===== src/rtl/line_buf_addr_gen_pkg.sv =====
// Shared defaults and helpers for the median filter's line-buffer address generator.
package line_buf_pkg;

  function automatic int clog2(input int n);
    int r;
    int v;
    r = 0;
    v = n - 1;
    while (v > 0) begin
      r++;
      v = v >> 1;
    end
    // A single-entry index still needs one bit to be a legal vector.
    return (r < 1) ? 1 : r;
  endfunction

  localparam int DEF_MAX_PIX   = 1920;
  localparam int DEF_NUM_LINES = 3;
  localparam int DEF_ADDR_W    = 11;
  localparam int DEF_LINE_W    = clog2(DEF_NUM_LINES);

endpackage


===== src/rtl/line_buf_addr_gen_if.sv =====
// Video-timing inputs and line-RAM write/status outputs of the line-buffer address generator.
interface line_buf_addr_gen_if
  import line_buf_pkg::*;
#(
  parameter int ADDR_W    = DEF_ADDR_W,
  parameter int NUM_LINES = DEF_NUM_LINES,
  parameter int LINE_W    = clog2(NUM_LINES)
);

  logic                 hsync;
  logic                 vsync;
  logic                 de;
  logic [ADDR_W-1:0]    wr_addr;
  logic                 wr_en;
  logic [LINE_W-1:0]    wr_line;
  logic [NUM_LINES-1:0] wr_sel;
  logic [ADDR_W-1:0]    line_len;
  logic [LINE_W-1:0]    lines_filled;
  logic                 window_valid;
  logic                 overflow;

  // Video source / downstream datapath side.
  modport master (
    output hsync, vsync, de,
    input  wr_addr, wr_en, wr_line, wr_sel, line_len, lines_filled, window_valid, overflow
  );

  // Address generator side.
  modport slave (
    input  hsync, vsync, de,
    output wr_addr, wr_en, wr_line, wr_sel, line_len, lines_filled, window_valid, overflow
  );

endinterface


===== src/rtl/line_buf_addr_gen_sync_edge_det.sv =====
// Normalises a sync input to active-high and flags its leading edge in the same cycle.
module sync_edge_det #(
  parameter bit POL     = 1'b1,
  parameter bit RST_LVL = 1'b1
) (
  input  logic clk,
  input  logic rst,
  input  logic sync_in,
  output logic lvl,
  output logic edge_p
);

  logic lvl_d;

  assign lvl    = (sync_in == POL);
  assign edge_p = lvl & ~lvl_d;

  // NOTE: sequential state uses non-blocking assignments so every flop samples pre-edge values.
  always_ff @(posedge clk) begin
    if (rst) lvl_d <= RST_LVL;
    else     lvl_d <= lvl;
  end

endmodule


===== src/rtl/line_buf_addr_gen.sv =====
// Pixel write-address counter and line-RAM rotation for the median filter's multi-line buffer.
module line_buf_addr_gen
  import line_buf_pkg::*;
#(
  parameter int ADDR_W    = DEF_ADDR_W,
  parameter int MAX_PIX   = DEF_MAX_PIX,
  parameter int NUM_LINES = DEF_NUM_LINES,
  parameter int LINE_W    = clog2(NUM_LINES),
  parameter bit SYNC_POL  = 1'b1
) (
  input logic                clk,
  input logic                rst,
  line_buf_addr_gen_if.slave bus
);

  localparam logic [ADDR_W-1:0]    MAX_ADDR  = ADDR_W'(MAX_PIX);
  localparam logic [LINE_W-1:0]    LAST_LINE = LINE_W'(NUM_LINES - 1);
  localparam logic [NUM_LINES-1:0] SEL_RST   = NUM_LINES'(1);

  logic                 hs_a, vs_a;
  logic                 h_edge, v_edge;
  logic                 pix_room;
  logic [ADDR_W-1:0]    addr_q;
  logic [LINE_W-1:0]    line_q;
  logic [NUM_LINES-1:0] sel_q;
  logic [ADDR_W-1:0]    len_q;
  logic [LINE_W-1:0]    filled_q;
  logic                 ovf_q;

  // Delayed syncs reset to the active level so a sync held through reset is not an edge.
  sync_edge_det #(.POL(SYNC_POL), .RST_LVL(1'b1)) u_hs_det (
    .clk(clk), .rst(rst), .sync_in(bus.hsync), .lvl(hs_a), .edge_p(h_edge)
  );

  sync_edge_det #(.POL(SYNC_POL), .RST_LVL(1'b1)) u_vs_det (
    .clk(clk), .rst(rst), .sync_in(bus.vsync), .lvl(vs_a), .edge_p(v_edge)
  );

  // Normalised levels are available for future consumers; only the edges drive state today.
  logic unused_sync_lvl;
  assign unused_sync_lvl = hs_a ^ vs_a;

  assign pix_room = (addr_q < MAX_ADDR);
  assign bus.wr_en = bus.de & ~h_edge & ~v_edge & pix_room & ~rst;

  always_ff @(posedge clk) begin
    if (rst) begin
      addr_q   <= '0;
      line_q   <= '0;
      sel_q    <= SEL_RST;
      len_q    <= '0;
      filled_q <= '0;
      ovf_q    <= 1'b0;
    end else if (v_edge) begin
      // Frame restart absorbs any coincident hsync edge; line_len survives across frames.
      addr_q   <= '0;
      line_q   <= '0;
      sel_q    <= SEL_RST;
      filled_q <= '0;
      ovf_q    <= 1'b0;
    end else if (h_edge) begin
      addr_q <= '0;
      if (addr_q != '0) begin
        len_q  <= addr_q;
        line_q <= (line_q == LAST_LINE) ? '0 : line_q + 1'b1;
        sel_q  <= {sel_q[NUM_LINES-2:0], sel_q[NUM_LINES-1]};
        if (filled_q != LAST_LINE) filled_q <= filled_q + 1'b1;
      end
    end else if (bus.de) begin
      if (pix_room) addr_q <= addr_q + 1'b1;
      else          ovf_q  <= 1'b1;
    end
  end

  assign bus.wr_addr      = addr_q;
  assign bus.wr_line      = line_q;
  assign bus.wr_sel       = sel_q;
  assign bus.line_len     = len_q;
  assign bus.lines_filled = filled_q;
  assign bus.window_valid = (filled_q == LAST_LINE);
  assign bus.overflow     = ovf_q;

endmodule


===== src/flat_wrapper.sv =====
// flat-port wrapper written by rule: the top's interface ports become plain ports
module line_buf_addr_gen_flat import line_buf_pkg::*;
#(
  parameter int ADDR_W    = DEF_ADDR_W,
  parameter int MAX_PIX   = DEF_MAX_PIX,
  parameter int NUM_LINES = DEF_NUM_LINES,
  parameter int LINE_W    = clog2(NUM_LINES),
  parameter bit SYNC_POL  = 1'b1
)
  (clk, rst, bus_hsync, bus_vsync, bus_de, bus_wr_addr, bus_wr_en, bus_wr_line, bus_wr_sel, bus_line_len, bus_lines_filled, bus_window_valid, bus_overflow);
  line_buf_addr_gen_if #(.ADDR_W(ADDR_W), .NUM_LINES(NUM_LINES), .LINE_W(LINE_W)) bus_i ();
  input logic clk;
  input logic rst;
  input wire logic [$bits(bus_i.hsync)-1:0] bus_hsync;
  input wire logic [$bits(bus_i.vsync)-1:0] bus_vsync;
  input wire logic [$bits(bus_i.de)-1:0] bus_de;
  output wire logic [$bits(bus_i.wr_addr)-1:0] bus_wr_addr;
  output wire logic [$bits(bus_i.wr_en)-1:0] bus_wr_en;
  output wire logic [$bits(bus_i.wr_line)-1:0] bus_wr_line;
  output wire logic [$bits(bus_i.wr_sel)-1:0] bus_wr_sel;
  output wire logic [$bits(bus_i.line_len)-1:0] bus_line_len;
  output wire logic [$bits(bus_i.lines_filled)-1:0] bus_lines_filled;
  output wire logic [$bits(bus_i.window_valid)-1:0] bus_window_valid;
  output wire logic [$bits(bus_i.overflow)-1:0] bus_overflow;
  assign bus_i.hsync = bus_hsync;
  assign bus_i.vsync = bus_vsync;
  assign bus_i.de = bus_de;
  assign bus_wr_addr = bus_i.wr_addr;
  assign bus_wr_en = bus_i.wr_en;
  assign bus_wr_line = bus_i.wr_line;
  assign bus_wr_sel = bus_i.wr_sel;
  assign bus_line_len = bus_i.line_len;
  assign bus_lines_filled = bus_i.lines_filled;
  assign bus_window_valid = bus_i.window_valid;
  assign bus_overflow = bus_i.overflow;
  line_buf_addr_gen #(.ADDR_W(ADDR_W), .MAX_PIX(MAX_PIX), .NUM_LINES(NUM_LINES), .LINE_W(LINE_W), .SYNC_POL(SYNC_POL)) u_core (.clk(clk), .rst(rst), .bus(bus_i));
endmodule

===== config.mk =====
export PLATFORM = sky130hd
export DESIGN_NAME = line_buf_addr_gen_flat
export DESIGN_NICKNAME = d
export VERILOG_FILES = /design/src/rtl/line_buf_addr_gen_pkg.sv /design/src/rtl/line_buf_addr_gen_if.sv /design/src/rtl/line_buf_addr_gen_sync_edge_det.sv /design/src/rtl/line_buf_addr_gen.sv /design/src/flat_wrapper.sv
export SDC_FILE = /design/constraint.sdc
export NUM_CORES = 1
export LEC_CHECK = 0
export CORE_ASPECT_RATIO = 1.25
export CORE_MARGIN = 5
export CORE_UTILIZATION = 24
export DETAILED_ROUTE_END_ITERATION = 7
export PLACE_DENSITY_LB_ADDON = 0.1
export SYNTH_ARGS = -nofsm -noshare
export SYNTH_HDL_FRONTEND = slang
export SYNTH_HIERARCHICAL = 1
export SYNTH_SLANG_ARGS = --single-unit

===== constraint.sdc =====
create_clock -name clk -period 2.5 [get_ports clk]
set_clock_uncertainty 0.15 [all_clocks]
set_input_delay 0.5 -clock clk [delete_from_list [all_inputs] [get_ports clk]]
set_output_delay 0.5 -clock clk [all_outputs]
set_load 0.01 [all_outputs]

### Word level (Yosys, flattened, before mapping)

Index checks and enable logic that the tools add are counted.
W data, S select, Z words.

* add/subtract/negate cells: 3
* $lt $le $gt $ge: 1
* equality and inequality tests: 3
* mux-type cells: 1
* bitwise logic cells: 12
* reduce and logical (&&, ||, !) cells: 8

Operators by type and width (number)
* $add A11 B1 Y11 const B: 1
* $lt A11 B11 Y1 const B: 1
* $reduce_bool A11 Y1: 1
* $reduce_and A3 Y1: 3
* $and A1 B1 Y1: 6
* $not A1 Y1: 6
* $add A2 B1 Y2 const B: 2
* $eq A2 B2 Y1 const B: 2
* $reduce_and A2 Y1: 2
* $reduce_or A3 Y1: 1
* $mux W2: 1
* $ne A2 B2 Y1 const B: 1
* $reduce_or A2 Y1: 1

* register bits: 32
* input bits: 5
* output and inout port bits: 32
* word-level logic and storage cells: 36

### Depth between registers and ports, before layout

* depth in word-level cells: 7
* mapped depth: 6

### Cells and area by module

The synthesis kept the hierarchy.

Modules (own cells, without submodules)
* line_buf_addr_gen: instances 1, cells each 202, area an instance 1725.4 um2, seq. area each 600.6 um2
* sync_edge_det: instances 2, cells each 4, area an instance 40.0 um2, seq. area each 20.0 um2

### Worst setup path before layout

No wires, ideal clock.

* kind: input-to-output
* from: in bus_hsync
* to: out bus_wr_en
* arrival: 1.414 ns
* required time: 1.850 ns
* setup slack: 0.436 ns
* cell stages on the path: 5
* path through: nor2b_1 clkbuf_1 inv_1 nand2_1 nor3_1

* word-level cells in the longest chain between the ends: 6

RTL lines
* start, declared: line flat_wrapper.sv:14 `input wire logic [$bits(bus_i.hsync)-1:0] bus_hsync;`
* $and A1 B1 Y1: line line_buf_addr_gen_sync_edge_det.sv:16 `assign edge_p = lvl & ~lvl_d;`
* $not A1 Y1: line line_buf_addr_gen.sv:44 `assign bus.wr_en = bus.de & ~h_edge & ~v_edge & pix_room & ~rst;`
* $and A1 B1 Y1 (4 in series): line line_buf_addr_gen.sv:44
* end, declared: line flat_wrapper.sv:18 `output wire logic [$bits(bus_i.wr_en)-1:0] bus_wr_en;`

Every way passes these cells.

### Worst setup path after layout

* from: in bus_vsync
* to: out bus_wr_en

* word-level cells in the longest chain between the ends: 5

RTL lines
* start, declared: line flat_wrapper.sv:15 `input wire logic [$bits(bus_i.vsync)-1:0] bus_vsync;`
* $and A1 B1 Y1: line line_buf_addr_gen_sync_edge_det.sv:16
* named net u_core.v_edge: line line_buf_addr_gen.sv:21 `logic h_edge, v_edge;`
* $not A1 Y1: line line_buf_addr_gen.sv:44
* $and A1 B1 Y1 (3 in series): line line_buf_addr_gen.sv:44

The timed path passes the listed nets, and every way through them passes these cells.

==> key figures <==
Job
  – Max-Cap Viols: 0

CTS
  – CTS buffer count: 5
  – Clock Tree Root: clkbuf_8
  – Worst-Skew Late Latency: 280 ps
  – CTS tree: built
  – H-tree levels: 2
  – Clk slew on worst S/H paths: 70 ps
  – Post-CTS Repair Setup Buffers: 0
  – CTS max path bufs: 2
  – Clock sink count: 32

Detailed routing
  – Post-DR vias/cell: 5.06
  – DR iter-0 viols: 73
  – DRT Pass-1 Iters: 4
  – Residual DRC count: 0
  – WL per Instance: 16.4 um
  – Final ANT Viol Nets: 0
  – Drt total wl: 5580 um
  – Routed vias: 1,721

Power
  – P_leak: 0.756 nW
  – Total power: 1.08 mW
  – Pwr dens: 458 nW/um^2
  – Max IR drop VDD: 0.000170 V

Yosys
  – Synthesized cell area: 1790 um^2
  – Mapped Cells: 208
  – Syn nets: 216
  – Syn Area/Cell: 8.61 um^2
  – Synth warn: 6

Global route
  – Initial antenna violation count: 0
  – First-pass GRT wire length: 9220 um
  – Vias in the first global route: 1,741
  – GRT Overall Usage: 12.5%
  – Largest net degree at the start of global routing: 30
  – Total gr overflow: 0

STA
  – Final Setup Violations: 0
  – Hold slack: 337 ps
  – Setup repair after global routing missed its margin: no
  – Final worst setup slack: 140 ps
  – TNS Setup: 0 ps
  – Final period utilization: 94.4%
  – Max-slew violations: 0
  – Fin crit period: 2360 ps
  – Final hold vios: 0
  – Slew headroom: 29.3%
  – Slew @ Worst Pin: 1060 ps
  – Fmax: 424 MHz

Place
  – Worst slack, placed: -157 ps
  – Placed Cells: 332
  – GPL Wtd Cong: 0.735
  – Port Buffers: 36
  – Detailed placer's ending HPWL: 3960 um
  – Cell Area, Placed: 2280 um^2

Cells and area
  – Antenna Cells: 0
  – Final Core Density: 32.3%
  – Final net count: 255
  – Fin area: 2360 um^2
  – Post-Layout Cell Count: 340
  – P&R area growth vs syn: 32.1%
  – Share of cells above drive strength 1: 11.3%

Critical path
  – CP startpoint kind: input port
  – Crit-path max FO: 2
  – Critical path data required time: 1850 ps
  – CP endpoint kind: output pin
  – Critical Path AT: 1710 ps
  – Worst Path Class, Setup: input port to output pin

Floorplan
  – Core Region: 7310 um^2
  – Top Ports: 37
  – Die area: 9300 um^2
  – Die height: 107 um
  – Row Count: 35
  – Die Width: 87.3 um
  – Starting Density: 24.5%

Outcome
  – Status: finished, final reports clean

Min path
  – HP Class: flop to flop
## per-layer routing
metal	global-route usage, %	wire [um]
met1	15.7	2490
met2	21.3	2880
met3	2.54	170
met4	3.95	46
met5	0	0
## state kept, by name, summed over array words and instances (netlist names)
name / cells
u_core/bus.lines_filled: 2
u_core/u_vs_det/lvl_d: 1
u_core/bus.wr_line: 2
u_core/bus.overflow: 1
u_core/bus.wr_sel: 3
u_core/bus.line_len: 11
u_core/u_hs_det/lvl_d: 1
u_core/bus.wr_addr: 11
## worst paths after layout
| kind | from | depth (start not counted) | to | slack, ps |
|---|---|---|---|---|
| setup / recovery | bus_vsync | 6 | bus_wr_en | 140 |
| hold / removal | u_core/bus.lines_filled[1]$_SDFFE_PP0P_ | 2 | u_core/bus.lines_filled[1]$_SDFFE_PP0P_ | 340 |
| setup reg to reg | u_core/bus.wr_addr[0]$_SDFFE_PP0P_ | 6 | u_core/bus.wr_line[0]$_SDFFE_PP0P_ | 320 |
| hold reg to reg | u_core/bus.lines_filled[1]$_SDFFE_PP0P_ | 2 | u_core/bus.lines_filled[1]$_SDFFE_PP0P_ | 340 |
## worst max-delay path, cell delays in order
cell             delay [ps]
clkdlybuf4s50_1         410
nor2b_1                 140
nor2_1                  130
nand2_1                 100
nor3_1                  130
dlygate4sd2_1           290
## layout by cell type, fill, tap and decap left out
master / count
nor4_4: 1
inv_1: 13
a22oi_1: 2
ha_1: 3
dlygate4sd2_1: 1
clkbuf_8: 6
and4_1: 1
nor4b_1: 6
o211ai_1: 8
a21oi_1: 8
or2_1: 2
nor4b_2: 1
nand2_1: 11
a31oi_1: 8
nand3_1: 13
nor4_1: 2
o311ai_0: 1
o21a_1: 2
nand4_1: 11
nor4bb_1: 2
buf_4: 17
nor3b_1: 1
nand2b_1: 4
clkdlybuf4s50_1: 35
o21ai_0: 4
dfxtp_1: 32
or4_1: 7
nor2b_1: 8
nor3_1: 9
nor2_1: 2
o31ai_1: 5
a41oi_1: 2
mux2i_1: 3
or4_4: 1
a311oi_1: 6
clkbuf_1: 2
o2111ai_1: 2
or3_1: 1
o311ai_2: 2
o311ai_1: 3
## cell type report
| cell class | count | area (um^2) |
|---|---|---|
| multi-input cells | 142 | 983 |
| flip-flops and latches | 32 | 641 |
| well taps | 92 | 115 |
| fillers | 768 | 4950 |
| inverters | 13 | 48.8 |
| clock buffers | 8 | 90.1 |
| repair buffers | 53 | 487 |
## report_power, final
group	leakage (nW)	internal [mW]	switching [mW]	total, mW
registers	0.259	0.521	0.0105	0.532
clock network	0.0455	0.225	0.200	0.425
logic	0.451	0.0557	0.0711	0.127
total	0.756	0.802	0.282	1.08
## what timing repair did
| item | CTS | global route |
|---|---|---|
| setup endpoints to repair | 1 | 0 |
| gates resized for setup | 1 | 0 |
| hold buffers | 0 | 0 |
(Power assumes the default switching activity.)
